`src/rtl/rd_stream_adapter.sv`:
```
// Read-side output stage of the async FIFO: prefetches popped words into a small
// in-order buffer and presents them as a registered valid/ready stream.
module rd_stream_adapter #(
    parameter int DSIZE   = 8,
    parameter int RAM_REG = 0
) (
    input  logic             rclk,
    input  logic             rrst_n,
    input  logic             rempty,
    output logic             rinc,
    input  logic [DSIZE-1:0] rdata,
    output logic             m_valid,
    output logic [DSIZE-1:0] m_data,
    input  logic             m_ready,
    output logic [1:0]       buf_cnt
);

    localparam int OBUF_DEPTH = 2 + RAM_REG;
    localparam int IW         = $clog2(OBUF_DEPTH);
    localparam logic [IW-1:0] LAST_IDX = IW'(OBUF_DEPTH - 1);
    localparam logic [1:0]    DEPTH2   = 2'(OBUF_DEPTH);
    localparam logic [2:0]    DEPTH3   = 3'(OBUF_DEPTH);

    logic [DSIZE-1:0] entry [OBUF_DEPTH];
    logic [IW-1:0]    wr_idx;
    logic [IW-1:0]    rd_idx;
    logic [1:0]       count;
    logic             inflight;
    logic             capture;
    logic             drain;

    function automatic logic [IW-1:0] next_idx(input logic [IW-1:0] idx);
        return (idx == LAST_IDX) ? '0 : idx + 1'b1;
    endfunction

    // Reserve a slot for the in-flight word so a pop is never issued without room.
    assign rinc    = rrst_n && !rempty && (({1'b0, count} + {2'b00, inflight}) < DEPTH3);
    assign capture = (RAM_REG != 0) ? inflight : rinc;
    assign drain   = m_valid && m_ready;

    assign m_valid = (count != 2'd0);
    assign m_data  = entry[rd_idx];
    assign buf_cnt = count;

    always_ff @(posedge rclk or negedge rrst_n) begin
        if (!rrst_n) begin
            inflight <= 1'b0;
        end else begin
            inflight <= (RAM_REG != 0) && rinc;
        end
    end

    always_ff @(posedge rclk or negedge rrst_n) begin
        if (!rrst_n) begin
            wr_idx <= '0;
            rd_idx <= '0;
            count  <= 2'd0;
        end else begin
            if (capture) begin
                wr_idx <= next_idx(wr_idx);
            end
            if (drain) begin
                rd_idx <= next_idx(rd_idx);
            end
            case ({capture, drain})
                2'b10:   count <= count + 2'd1;
                2'b01:   count <= count - 2'd1;
                default: count <= count;
            endcase
        end
    end

    always_ff @(posedge rclk or negedge rrst_n) begin
        if (!rrst_n) begin
            for (int i = 0; i < OBUF_DEPTH; i++) begin
                entry[i] <= '0;
            end
        end else if (capture) begin
            entry[wr_idx] <= rdata;
        end
    end

    a_count_range: assert property (@(posedge rclk) disable iff (!rrst_n)
        count <= DEPTH2);
    a_no_overflow: assert property (@(posedge rclk) disable iff (!rrst_n)
        !(capture && !drain && (count == DEPTH2)));

endmodule
```
`config.mk`:
```
export PLATFORM = sky130hd
export DESIGN_NAME = rd_stream_adapter
export DESIGN_NICKNAME = d
export VERILOG_FILES = /design/src/rtl/rd_stream_adapter.sv
export SDC_FILE = /design/constraint.sdc
export NUM_CORES = 1
export LEC_CHECK = 0
export CAP_MARGIN = 20
export CORE_ASPECT_RATIO = 0.7
export CORE_MARGIN = 1
export CORE_UTILIZATION = 42
export DETAILED_ROUTE_END_ITERATION = 8
export PLACE_DENSITY_LB_ADDON = 0.25
export RECOVER_POWER = 50
export SYNTH_ARGS = -nofsm -noshare
export SYNTH_HDL_FRONTEND = slang
export SYNTH_SLANG_ARGS = --single-unit
```
`constraint.sdc`:
```
create_clock -name rclk -period 1.6 [get_ports rclk]
set_clock_uncertainty 0.1 [all_clocks]
set_input_delay 0.48 -clock rclk [delete_from_list [all_inputs] [get_ports rclk]]
set_output_delay 0.48 -clock rclk [all_outputs]
set_load 0.005 [all_outputs]
```
### Yosys cells after proc, flatten, opt, wreduce, memory -nomap -nowiden

Index checks and enable logic that the tools add are counted.

* add/sub/neg operators: 4
* order comparisons: 4
* eq/ne operators: 2
* mux-type cells: 9
* bitwise operators: 2
* reductions and logical operators: 7

Operator list (number)
* $mux W8: 4
* $bwmux W16: 1
* $demux W8 S1: 1
* $ge A2 B2 Y1 const B: 2
* $logic_and A1 B1 Y1: 4
* $not A1 Y2: 2
* $pmux W2 S2: 1
* $reduce_bool A2 Y1: 2
* $add A1 B1 Y1 const B: 2
* $add A2 B1 Y2 const B: 1
* $eq A2 B1 Y1 const B: 1
* $eq A2 B2 Y1 const B: 1
* $lt A2 B1 Y1 const B: 1
* $lt A2 B2 Y1 const B: 1
* $mux W1: 2
* $sub A2 B1 Y2 const B: 1
* $logic_not A1 Y1: 1

* bits in registers: 20
* input port bits: 12
* output and inout port bits: 12

### Logic depth before layout (Yosys ltp)

Gate-level depths: netlist (run 1).

* word-level depth: 6
* mapped depth: 6
* depth with buffers taken out: 6

### Worst setup path after synthesis (run 1)

No wires, ideal clock.

* path type: flip-flop to flip-flop
* start: register count[0] (netlist: buf_cnt[0])
* end: register count[1] (netlist: buf_cnt[1])
* library setup time: 79 ps
* data arrival time: 1478 ps
* required time: 1421 ps
* slack: -57 ps
* cell stages (with the launch flop): 6
* buffers on the path: 0
* clock period less this slack: 1657 ps
* path through: dfrtp_1 or2_2 and2_1 ha_1 nor2_1 xor2_1

* cells in the longest elaborated chain, start to end: 4
* elaborated cells on any way between the ends: 10
* classes of those cells: add/sub: 2; order compare: 1; eq/ne: 2; mux: 1; reduce/logical: 4

RTL lines
* start: declaration: line 27 `logic [1:0] count;`
* start signal: assignment: line 66 `2'b10: count <= count + 2'd1;`
* start signal: assignment: line 67 `2'b01: count <= count - 2'd1;`
* start signal: assignment: line 68 `default: count <= count;`
* $reduce_bool A2 Y1 *: line 41 `assign m_valid = (count != 2'd0);`
* named net m_valid: line 12 `output logic m_valid,`
* $logic_and A1 B1 Y1 *: line 39 `assign drain = m_valid && m_ready;`
* named net drain: line 30 `logic drain;`
* $eq A2 B1 Y1 / $eq A2 B2 Y1 (equally long branches): line 65 `case ({capture, drain})`
* $pmux W2 S2 / $reduce_bool A2 Y1 (equally long branches)

Mark *: on every way through the listed nets, which the timed path passes. The rest lies on a longest branch.
A chain may end at the register's enable or synchronous reset.

### Worst setup path after layout (run 1)

* start: register rd_idx
* end: output m_data[6]

* cells in the longest elaborated chain, start to end: 4

RTL lines
* start: declaration: line 26 `logic [IW-1:0] rd_idx;`
* start signal: assignment: line 63 `rd_idx <= next_idx(rd_idx);`
* $not A1 Y2 (implied by the code): line 42 `assign m_data = entry[rd_idx];`
* $mux W8 (implied by the code) (3 in series): line 42
* end: declaration: line 13 `output logic [DSIZE-1:0] m_data,`

Every way passes these cells. The select of a mux whose other input is x is not followed.

==> summary.md, run 1 <==
| Metric | Value |
|---|---|
| Site Rows | 13 |
| Skew-Pair Late Insertion Delay | 0.30 ns |
| Layout area overhead | 57.8% |
| Initial drt markers | 11 |
| Post-Layout Cell Count | 127 |
| Synthesized instance count | 59 |
| GRT Total Usage | 20.9% |
| Leakage power | 0.682 nW |
| Clock transition at the registers of the reported paths | 0.11 ns |
| Post-Route Setup TNS | -3.69 ns |
| Post-synth top area share | 55.5% |
| Most frequent cells in the layout | dfrtp_1 (19), mux2_4 (16), buf_6 (12), buf_2 (10), buf_4 (10) |
| Clk buf depth | 2 |
| Sequential-to-total area share from yosys stat | 55.5% |
| Fmax | 514 MHz |
| First-pass GRT wire length | 3260 um |
| FF+latch count, synth | 20 |
| Total grt overflow | 0 |
| Post-route antenna net violation count | 0 |
| Initial antenna violation count | 0 |
| Commonest non-fill, non-tap cell in the layout | dfrtp_1 |
| CP Data Required Time | 1.02 ns |
| CTS root buffer | clkbuf_4 |
| Clock sink count | 20 |
| Compound-cell area share of the yosys netlist | 0% |
| Outcome | finished, violations left |
| Vias post-DR | 619 |
| Vias in the first global route | 641 |
| Final period utilization | 122% |
| Initial Util | 46.6% |
| Worst VDD drop | 1.20 mV |
| CTS tree | yes |
| Mapped Nets | 72 |
| Placed Cells | 112 |
| Area share of xor/xnor cells in the synthesized design | 4.85% |
| Final Hold Fails | 0 |
| Drc violations | 2 |
| Antenna cells | 0 |
| Min-Delay Path Class | flop to flop |
| Post-Route WL | 2050 um |
| Hold Slack | 0.423 ns |
| Largest net degree at the start of global routing | 21 |
| DIE HEIGHT | 40.8 um |
| Port bufs | 23 |
| Ports | 24 |
| Crit-path max FO | 4 |
| Fill cell count | 136 |
| Layout cells sized above 1 | 66.7% |
| Die W | 57.4 um |
| Dpl hpwl | 1260 um |
| Drt via density | 4.87 |
| Synth Area in Adders | 1.39% |
| Syn Area/Cell | 15.3 um2 |
| P per Cell Area | 1960 nW/um2 |
| PnR worst setup slack | -0.345 ns |
| Inserted Clock Buffers | 3 |
| Routability Congestion | 0.695 |
| RSZ-0062 raised after global routing | true |
| Cell Area, Synth | 902 um2 |
| Shortest period the worst path allows | 1.94 ns |
| Failing checks | design-rule violations, negative setup slack |
| Worst setup SP type | flop |
| Final Net Count | 119 |
| Core Region | 1940 um2 |
| Ranking of synthesized cells by area | dfrtp_1 (55%), mux2_2 (26%), mux2_1 (3.7%) |
| Post-Synth Simple-Gate Area | 6.10% |
| Die area | 2340 um2 |
| Setup Crit Path Kind | flop to output pin |
| Max H-tree Level | 1 |
| Rel. slew slack | 29.1% |
| Main combinational cell family by area after synthesis | multiplexers |
| Synth warnings | 0 |
| Slew of the pin with the lowest slew margin | 1.06 ns |
| Max Slew Vio Count | 0 |
| CP Capture Type | output pin |
| Max-cap violations | 0 |
| Synth cell types | 14 |
| Arr. time, crit path | 1.36 ns |
| Mux contribution to synthesized area | 30.0% |
| Setup Viol. Count Final | 28 |
| Final Util | 73.6% |
| Leading area contributor after synthesis | dfrtp_1 |
| Avg WL per Cell | 16.2 um |
| Drt pass-1 iters | 6 |
==> routing by layer <==
metal / GRT usage (%) / wire, um / part of all wire (%) / vias up
met2: 36.3 / 1020 / 50 / 16
met4: 12.2 / 41 / 2.0 / 0
met5: 0 / 0 / 0 / -
met3: 7.26 / 105 / 5.1 / 6
met1: 23.5 / 881 / 43 / 300
li1: - / - / - / 297
==> registers in the layout, summed over array words and instances, names as in the netlist <==
| register | count |
|---|---|
| buf_cnt | 2 |
| entry | 16 |
| rd_idx | 1 |
| wr_idx | 1 |
==> final timing paths <==
check / startpoint / cells past startpoint / endpoint / slack (ns)
hold / removal: entry[2]$_DFFE_PN0P_ / 1 / entry[2]$_DFFE_PN0P_ / 0.42
min in group asynchronous: rrst_n / 2 / entry[6]$_DFFE_PN0P_ / 0.47
setup / recovery: rd_idx$_DFFE_PN0P_ / 4 / m_data[6] / -0.34
max in group asynchronous: rrst_n / 2 / rd_idx$_DFFE_PN0P_ / 0.23
setup reg to reg: buf_cnt[1]$_DFFE_PN0P_ / 6 / entry[5]$_DFFE_PN0P_ / -0.06
hold reg to reg: entry[2]$_DFFE_PN0P_ / 1 / entry[2]$_DFFE_PN0P_ / 0.42
==> through the flow <==
step | cell area, um2 | power, mW | setup slack (ns)
CTS | 1390 | 2.71 | -0.345
global placement | 1220 | 2.07 | -0.616
detailed placement | 1220 | 2.13 | -0.676
finish | 1420 | 2.79 | -0.345
floorplan | 905 | 1.51 | 0.00424
global route | 1420 | 2.94 | -0.394
==> layout make-up <==
class	instances	area [um2]	share of cell area, %
Inverter	1	8.76	0.615
Tap cell	22	27.5	1.93
Clock buffer	4	36.3	2.55
Timing Repair Buffer	44	372	26.1
Sequential cell	20	502	35.2
Multi-Input combinational cell	36	478	33.6
==> worst max-delay path, cell delays in order, from the launching register on <==
cell	delay, ns
dfrtp_2	0.42
buf_6	0.12
buf_6	0.12
mux2_2	0.26
buf_2	0.13
==> power by group <==
part           switching, mW  internal, mW  total [mW]  leakage [nW]
Combinational          0.496          1.06        1.55         0.423
Sequential             0.172         0.767       0.939         0.237
Clock                  0.155         0.139       0.294        0.0210
==> synth_stat cells <==
master,number
nor3b_2,1
and2_1,2
buf_2,1
xor2_1,2
or2_2,1
nor2_8,1
nor2_1,1
buf_6,1
dfrtp_1,20
inv_2,1
xnor2_1,3
mux2_1,3
ha_1,1
mux2_2,21
==> logic make-up (layout without fill, tap and decap cells) <==
logic type	Yosys count	after routing
DFF	20	20
and+or+nand+nor	6	6
muxes	24	24
adders and majority gates	1	1
xor gates and xnor gates	5	5
buffers and inverters	3	49
==> timing repair <==
item                       in CTS  in global routing
buffers inserted               10                  2
pin swaps                       6                  2
resized for setup              83                  5
hold buffers                    0                  0
setup endpoints to repair      30                 28
(Power assumes the default switching activity.)
==> run 2: changes to the inputs <==
--- a/config.mk
+++ b/config.mk
@@ -8,7 +8,7 @@
 export CAP_MARGIN = 20
 export CORE_ASPECT_RATIO = 0.7
 export CORE_MARGIN = 1
-export CORE_UTILIZATION = 42
+export CORE_UTILIZATION = 46
 export DETAILED_ROUTE_END_ITERATION = 8
 export PLACE_DENSITY_LB_ADDON = 0.25
 export RECOVER_POWER = 50
==> constraint.sdc (replaced) <==
create_clock -name rclk -period 2.2 [get_ports rclk]
set_clock_uncertainty 0.1 [all_clocks]
set_input_delay 0.66 -clock rclk [delete_from_list [all_inputs] [get_ports rclk]]
set_output_delay 0.66 -clock rclk [all_outputs]
set_load 0.05 [all_outputs]
==> run 2 against run 1 <==
Final cell count decreased by 15%. Design area decreased by 18%. Setup slack improved by 0.42 ns. Register-to-register slack improved by 0.34 ns. Largest cell class unchanged. Via count decreased by 15%. Sequential share of layout area increased by 7.7 points. Wire length decreased by 25%. Global-route usage decreased by 2.5 points. Sequential cell count unchanged. The run now ends clean. Critical path depth decreased by 2. Highest routed layer is now met3. Non-clock buffer count decreased by 17. Worst hold slack got worse by 0.030 ns.
==> summary.md, run 2 (synthesis gave the netlist of run 1 again) <==
| Metric | Value |
|---|---|
| Clock transition at the registers of the reported paths | 0.10 ns (was 0.11 ns) |
| Worst reg2reg startpoint | buf_cnt[1]$_DFFE_PN0P_ (unchanged) |
| Clk buf depth | 2 (unchanged) |
| Fmax | 470 MHz |
| Rel. slew slack | 30.0% (was 29.1%) |
| Fill cell count | 152 (was 136) |
| Dpl hpwl | 1150 um (was 1260 um) |
| Max-cap violations | 0 (unchanged) |
| Port bufs | 23 (unchanged) |
| CP top delay family | flip-flops (unchanged) |
| Initial antenna violation count | 0 (unchanged) |
| Max H-tree Level | 1 (unchanged) |
| Site Rows | 12 (was 13) |
| Slew of the pin with the lowest slew margin | 1.05 ns (was 1.06 ns) |
| Final Util | 68.2% (was 73.6%) |
| HP Start | entry[11]$_DFFE_PN0P_ (was entry[2]$_DFFE_PN0P_) |
| Antenna cells | 0 (unchanged) |
| Max Slew Vio Count | 0 (unchanged) |
| Post-Route WL | 1530 um (was 2050 um) |
| Worst path max stage delay | 0.52 ns (was 0.42 ns) |
| Arr. time, crit path | 1.37 ns (was 1.36 ns) |
| Largest Register | entry (unchanged) |
| Initial drt markers | 0 (was 11) |
| Die area | 2150 um2 (was 2340 um2) |
| Shortest period the worst path allows | 2.13 ns |
| Post-route antenna net violation count | 0 (unchanged) |
| Outcome | completed (was finished, violations left) |
| Min-Delay Path Class | flop to flop (unchanged) |
| CP Data Required Time | 1.44 ns (was 1.02 ns) |
| Worst path bufs/invs | 1 (was 3) |
| Inserted Clock Buffers | 3 (unchanged) |
| Critical path cell sequence | mux2_2, buf_4 (was buf_6, buf_6, mux2_2, buf_2) |
| Commonest non-fill, non-tap cell in the layout | mux2_2 (was dfrtp_1) |
| Worst Hold Path EP | entry[11]$_DFFE_PN0P_ (was entry[2]$_DFFE_PN0P_) |
| Largest net degree at the start of global routing | 21 (unchanged) |
| Max FFs per register | 16 (unchanged) |
| Die W | 54.9 um (was 57.4 um) |
| R2R depth | 5 (was 6) |
| Routability Congestion | 0.698 (was 0.695) |
| Core Region | 1710 um2 (was 1940 um2) |
| Final Net Count | 102 (was 119) |
| Drt via density | 4.90 (was 4.87) |
| Final period utilization | 96.6% |
| FF-to-FF setup slack | 0.28 ns (was -0.06 ns) |
| Hold-critical path depth | 1 (unchanged) |
| Most frequent cells in the layout | mux2_2 (21), dfrtp_1 (19), buf_4 (10), clkdlybuf4s50_1 (9) (was dfrtp_1 (19), mux2_4 (16), buf_6 (12), buf_2 (10), buf_4 (10)) |
| Layout area overhead | 29.4% (was 57.8%) |
| Drt pass-1 iters | 1 (was 6) |
| CTS tree | yes (unchanged) |
| Worst setup startpoint | rd_idx$_DFFE_PN0P_ (unchanged) |
| Clock sink count | 20 (unchanged) |
| Ports | 24 (unchanged) |
| Skew-Pair Late Insertion Delay | 0.29 ns (was 0.30 ns) |
| Avg WL per Cell | 14.2 um (was 16.2 um) |
| Total grt overflow | 0 (unchanged) |
| Reg2reg end | entry[15]$_DFFE_PN0P_ (was entry[5]$_DFFE_PN0P_) |
| Setup Viol. Count Final | 0 (was 28) |
| Crit-path max FO | 9 (was 4) |
| Setup Crit Path Kind | flop to output pin (unchanged) |
| Hold Slack | 0.393 ns (was 0.423 ns) |
| First-pass GRT wire length | 2600 um (was 3260 um) |
| CTS root buffer | clkbuf_4 (unchanged) |
| Layout cells sized above 1 | 48.3% (was 66.7%) |
| Worst setup SP type | flop (unchanged) |
| Post-Route Setup TNS | 0 ns (was -3.69 ns) |
| Vias post-DR | 529 (was 619) |
| DIE HEIGHT | 39.1 um (was 40.8 um) |
| Vias in the first global route | 586 (was 641) |
| RSZ-0062 raised after global routing | false (was true) |
| GRT Total Usage | 18.4% (was 20.9%) |
| Drc violations | 0 (was 2) |
| CP Capture Type | output pin (unchanged) |
| Initial Util | 52.7% (was 46.6%) |
| CP max-delay cell | dfrtp_2 (unchanged) |
| Final Hold Fails | 0 (unchanged) |
-- run 2: through the flow --
stage          worst slack (ns)  instance area (um2)  cells
3_5_place_dp             -0.153                 1170    104
3_3_place_gp             -0.127                 1170    104
2_1_floorplan            0.0447                  908     59
6_report                 0.0745                 1170    108
5_1_grt                  0.0128                 1170    108
4_1_cts                  0.0547                 1190    108
-- run 2: worst max-delay path by stage --
stage | cells after the start | end
5_1_grt | 2 | m_data[1]
3_5_place_dp | 7 | buf_cnt[1]$_DFFE_PN0P_
6_report | 2 | m_data[3]
4_1_cts | 2 | m_data[3]
2_1_floorplan | 6 | buf_cnt[1]$_DFFE_PN0P_
3_3_place_gp | 3 | rinc
-- run 2: timing repair --
| action | CTS | global route |
|---|---|---|
| hold buffers | 0 | 0 |
| setup buffers | 1 | 0 |
| setup endpoints to repair | 9 | 0 |
| resized for setup | 3 | 0 |
-- run 2: final cells by class --
class / instances / area (um2) / area share [%]
clock buffer: 3 / 22.5 / 1.93
timing repair buffer: 27 / 239 / 20.5
sequential: 20 / 502 / 43.0
multi-input combinational: 36 / 374 / 32.0
inverter: 1 / 3.75 / 0.322
tap: 21 / 26.3 / 2.25
-- run 2: metal layers --
metal / up-vias / part of all wire (%) / wire, um / GRT usage (%)
li1: 260 / - / - / -
met3: 0 / 4.6 / 71 / 8.24
met2: 14 / 48 / 736 / 30.7
met5: - / 0 / 0 / 0
met1: 255 / 47 / 722 / 22.5
met4: 0 / 0 / 0 / 1.88
Power of run 2 is not shown: default switching activity piles up to over one toggle a cycle in this logic, so the estimate is an artifact.
==> run 3: changes to the inputs <==
--- a/config.mk
+++ b/config.mk
@@ -12,6 +12,7 @@
 export DETAILED_ROUTE_END_ITERATION = 8
 export PLACE_DENSITY_LB_ADDON = 0.25
 export RECOVER_POWER = 50
+export SLEW_MARGIN = 40
 export SYNTH_ARGS = -nofsm -noshare
 export SYNTH_HDL_FRONTEND = slang
 export SYNTH_SLANG_ARGS = --single-unit
==> results of run 3 <==
The final DEF is identical to that of run 2; final timing and power are the same.
Power of run 3 is left out for the same reason.
==> patch 1 (config.mk and constraints of run 1) <==
The parameter `DSIZE` goes from 8 to 16.
--- a/src/rtl/rd_stream_adapter.sv
+++ b/src/rtl/rd_stream_adapter.sv
@@ -1,7 +1,7 @@
 // Read-side output stage of the async FIFO: prefetches popped words into a small
 // in-order buffer and presents them as a registered valid/ready stream.
 module rd_stream_adapter #(
-    parameter int DSIZE   = 8,
+    parameter int DSIZE   = 16,
     parameter int RAM_REG = 0
 ) (
     input  logic             rclk,
Interface: changed (resized m_data and rdata); port bits go from 24 to 40. The function was not compared with the original's and may differ.
==> patch 1 against run 1 <==
- the flow finishes with violations (setup timing)
- routed wire length rose by 95%
- utilization decreased by 4.7 points
- area after synthesis rose by 88%
- sequential cell count grew 16
- total power rose by 88%
- setup slack worse by 0.023 ns
- non-clock buffer count rose by 18
- design area is 79% higher
- critical path type unchanged
- critical endpoint is now m_data[4]
- largest cell class unchanged
==> patch 1: results (changes against run 1) <==
Run status
  • Status: complete, but fails checks (unchanged)
  • Failing checks: setup timing (was DRC, setup timing)

Cells and area
  • Fin cells: 217 (was 127)
  • Post-route cell area: 2540 um2 (was 1420 um2)
  • Final net count: 187 (was 119)
  • Layout cells sized above 1: 62.3% (was 66.7%)
  • Max reg flops: 32 (was 16)

Logic synthesis
  • Post-synth net total: 123 (was 72)
  • Seq/Total Area, Yosys: 53.2% (was 55.5%)
  • Top cells by count, synth: dfrtp_1 (36), mux2_2 (28), mux2_4 (20) (was mux2_2 (21), dfrtp_1 (20), mux2_1 (3), xnor2_1 (3))
  • Synth unique cells: 15 (was 14)
  • Mapped Cells: 102 (was 59)

Global route
  • Largest net degree at the start of global routing: 37 (was 21)
  • GRT Total Usage: 21.4% (was 20.9%)
  • Met1 GRT Util: 24.8% (was 23.5%)
  • Vias in the first global route: 1195 (was 641)
  • Met2 usage: 37.8% (was 36.3%)

Clock tree
  • Root Driver: clkbuf_8 (was clkbuf_4)
  • CTS resizes: 116 (was 83)
  • CTS H-tree lvls: 2 (was 1)

Timing
  • Worst setup margin: -0.367 ns (was -0.345 ns)
  • Slew Limit Headroom: 40.4% (was 29.1%)
  • Setup-failing EPs final: 52 (was 28)
  • Hold WS: 0.351 ns (was 0.423 ns)

Place
  • GP Congestion: 0.722 (was 0.695)
  • Placed cells: 200 (was 112)
  • Setup slack at placement: -0.621 ns (was -0.676 ns)

Setup path
  • Reg2reg path depth: 8 (was 6)
  • Worst-path maximum fanout: 6 (was 4)
  • Worst setup path end: m_data[4] (was m_data[6])

Drt
  • Met1 WL: 1770 um (was 881 um)
  • Wirelength, routed: 4000 um (was 2050 um)

Power
  • Max VDD drop: 1110 uV (was 1200 uV)
  • Switching share of total power: 28.6% (was 29.5%)

Worst hold path
  • Worst hold path type: input port to asynchronous set/reset pin (was flip-flop to flip-flop)
-- patch 1: power groups by stage --
| stage | registers [mW] | clock network (mW) | logic, mW |
|---|---|---|---|
| global route | 1.74 | 0.717 | 3.08 |
| floorplan | 1.59 | 0 | 1.29 |
| detailed placement | 1.67 | 0 | 2.36 |
| global placement | 1.63 | 0 | 2.30 |
| CTS | 1.66 | 0.681 | 2.70 |
| finish | 1.69 | 0.658 | 2.89 |
-- patch 1: kinds of logic after synthesis --
family                     after synthesis  synth area share [%]
and+or+nand+nor                          6                  3.25
xor gates and xnor gates                 5                  2.59
DFF                                     36                  53.2
adders and majority gates                1                 0.739
muxes                                   48                  36.4
buffers and inverters                    6                  3.84
-- patch 1: cell type report --
type | count | share of cell area, %
multi-input cells | 60 | 32.9
inverters | 1 | 0.442
well taps | 50 | 2.46
repair buffers | 62 | 25.3
flip-flops and latches | 36 | 35.4
clock buffers | 8 | 3.54
==> patch 2 (flow settings as in run 1) <==
Made on the original files. Register the output `buf_cnt` once more, with the module's reset; this adds one clock of latency there. The other outputs are not delayed to match.
--- a/src/rtl/rd_stream_adapter.sv
+++ b/src/rtl/rd_stream_adapter.sv
@@ -40,7 +40,13 @@
 
     assign m_valid = (count != 2'd0);
     assign m_data  = entry[rd_idx];
-    assign buf_cnt = count;
+    always_ff @(posedge rclk or negedge rrst_n) begin
+        if (!rrst_n) begin
+            buf_cnt <= '0;
+        end else begin
+            buf_cnt <= count;
+        end
+    end
 
     always_ff @(posedge rclk or negedge rrst_n) begin
         if (!rrst_n) begin
Check against the original RTL: not equivalent (a bounded check fails within 4 cycles, from zero or initial values and one cycle with rrst_n low).
==> patch 2 against run 1 <==
- the run ends with setup timing left
- first-iteration DRC count down 64%
- sequential cell count up 2
- via count down 1.8%
- utilization down 5.6 points
- area after synthesis up 5.5%
- die area up 5.3%
- routed wire length down 7.3%
- fmax up 3.3%
- total power up 0.44%
- setup slack better by 0.061 ns
- design area up 1.9%
- highest routed layer unchanged
- non-clock buffer count down 8
==> patch 2: results (changes against run 1) <==
Run status
  • Status: complete, but fails checks (unchanged)
  • Failing checks: setup timing (was DRC, setup timing)

Drt
  • Drt initial violations: 4 (was 11)
  • Initial DRT Pass Iterations: 2 (was 6)
  • Wirelength, routed: 1900 um (was 2050 um)
  • Via Count: 608 (was 619)

Logic synthesis
  • Top cells by count, synth: dfrtp_1 (22), mux2_2 (21), mux2_1 (3), xnor2_1 (3) (was mux2_2 (21), dfrtp_1 (20), mux2_1 (3), xnor2_1 (3))
  • Main synth FF type: dfrtp_1 (unchanged)
  • Avg Cell Area, Syn: 15.6 um2 (was 15.3 um2)
  • Post-synthesis mux area share: 28.4% (was 30.0%)
  • Xor and xnor area share after synthesis: 4.60% (was 4.85%)
  • Yosys warning count: 0 (unchanged)
  • Top post-synthesis cells by area: dfrtp_1 (58%), mux2_2 (25%), mux2_1 (3.5%) (was dfrtp_1 (55%), mux2_2 (26%), mux2_1 (3.7%))
  • Post-synth net total: 74 (was 72)
  • Synth Area in Adders: 1.31% (was 1.39%)
  • Seq/Total Area, Yosys: 57.8% (was 55.5%)

Power
  • Seq pwr share: 36.5% (was 33.7%)
  • Max VDD drop: 947 uV (was 1200 uV)
  • Sequential cell power: 1.02 mW (was 0.939 mW)
  • LEAKAGE: 0.687 nW (was 0.682 nW)
  • Net switching power: 0.806 mW (was 0.822 mW)

Place
  • Placed cells: 123 (was 112)
  • GP Congestion: 0.701 (was 0.695)
  • Post-DP HPWL: 1240 um (was 1260 um)

Cells and area
  • Register area: 552 um2 (was 502 um2)
  • Fillers: 175 (was 136)
  • Multi-input logic area: 494 um2 (was 478 um2)
  • Fin cells: 130 (was 127)
  • Clk tree area frac: 1.55% (was 2.55%)
  • Non-clock buffers: 36 (was 44)

Global route
  • Largest net degree at the start of global routing: 23 (was 21)
  • First-pass GRT wire length: 3270 um (was 3260 um)
  • Vias in the first global route: 670 (was 641)
  • Antenna violations before repair: 0 (unchanged)

Setup path
  • R2r endpoint: entry[12]$_DFFE_PN0P_ (was entry[5]$_DFFE_PN0P_)
  • Reg-to-reg critical path startpoint: count[1]$_DFFE_PN0P_ (was buf_cnt[1]$_DFFE_PN0P_)
  • Worst setup path end: m_data[7] (was m_data[6])
  • Worst EP arrival: 1.30 ns (was 1.36 ns)
  • Worst-path maximum fanout: 5 (was 4)

Clock tree
  • Root Driver: clkbuf_4 (unchanged)
  • CTS resizes: 84 (was 83)
  • Post-CTS setup buffer count: 4 (was 10)

Timing
  • Worst setup margin: -0.283 ns (was -0.345 ns)
  • Slew Limit Headroom: 63.0% (was 29.1%)
  • Setup-failing EPs final: 26 (was 28)

Worst hold path
  • Worst hold path type: input port to asynchronous set/reset pin (was flip-flop to flip-flop)
patch 2: logic make-up after synthesis:
family,count (synthesis)
multiplexers,24
flip-flops,22
AND/OR/NAND/NOR,6
XOR/XNOR,5
buffers and inverters,3
adder cells (fa/ha/maj),1
patch 2: per-stage QoR:
stage          utilization (%)  setup slack [ns]  setup TNS [ns]  cell area (um2)  hold WS (ns)
6_report                  67.9            -0.283           -2.95             1450         0.287
5_1_grt                   67.9            -0.337           -4.37             1450         0.320
4_1_cts                   67.2            -0.282           -2.94             1440         0.188
3_5_place_dp              59.7            -0.655          -13.44             1280         0.363
3_3_place_gp              59.7            -0.626          -12.62             1280         0.359
2_1_floorplan                -            0.0226               0              955        0.0844
patch 2: routing by layer:
layer / vias up / GRT usage (%) / routed length (um)
met5: - / 0 / 0
met4: 0 / 5.71 / 13
met3: 2 / 6.85 / 85
met2: 16 / 29.3 / 911
met1: 304 / 24.6 / 892
li1: 286 / - / -
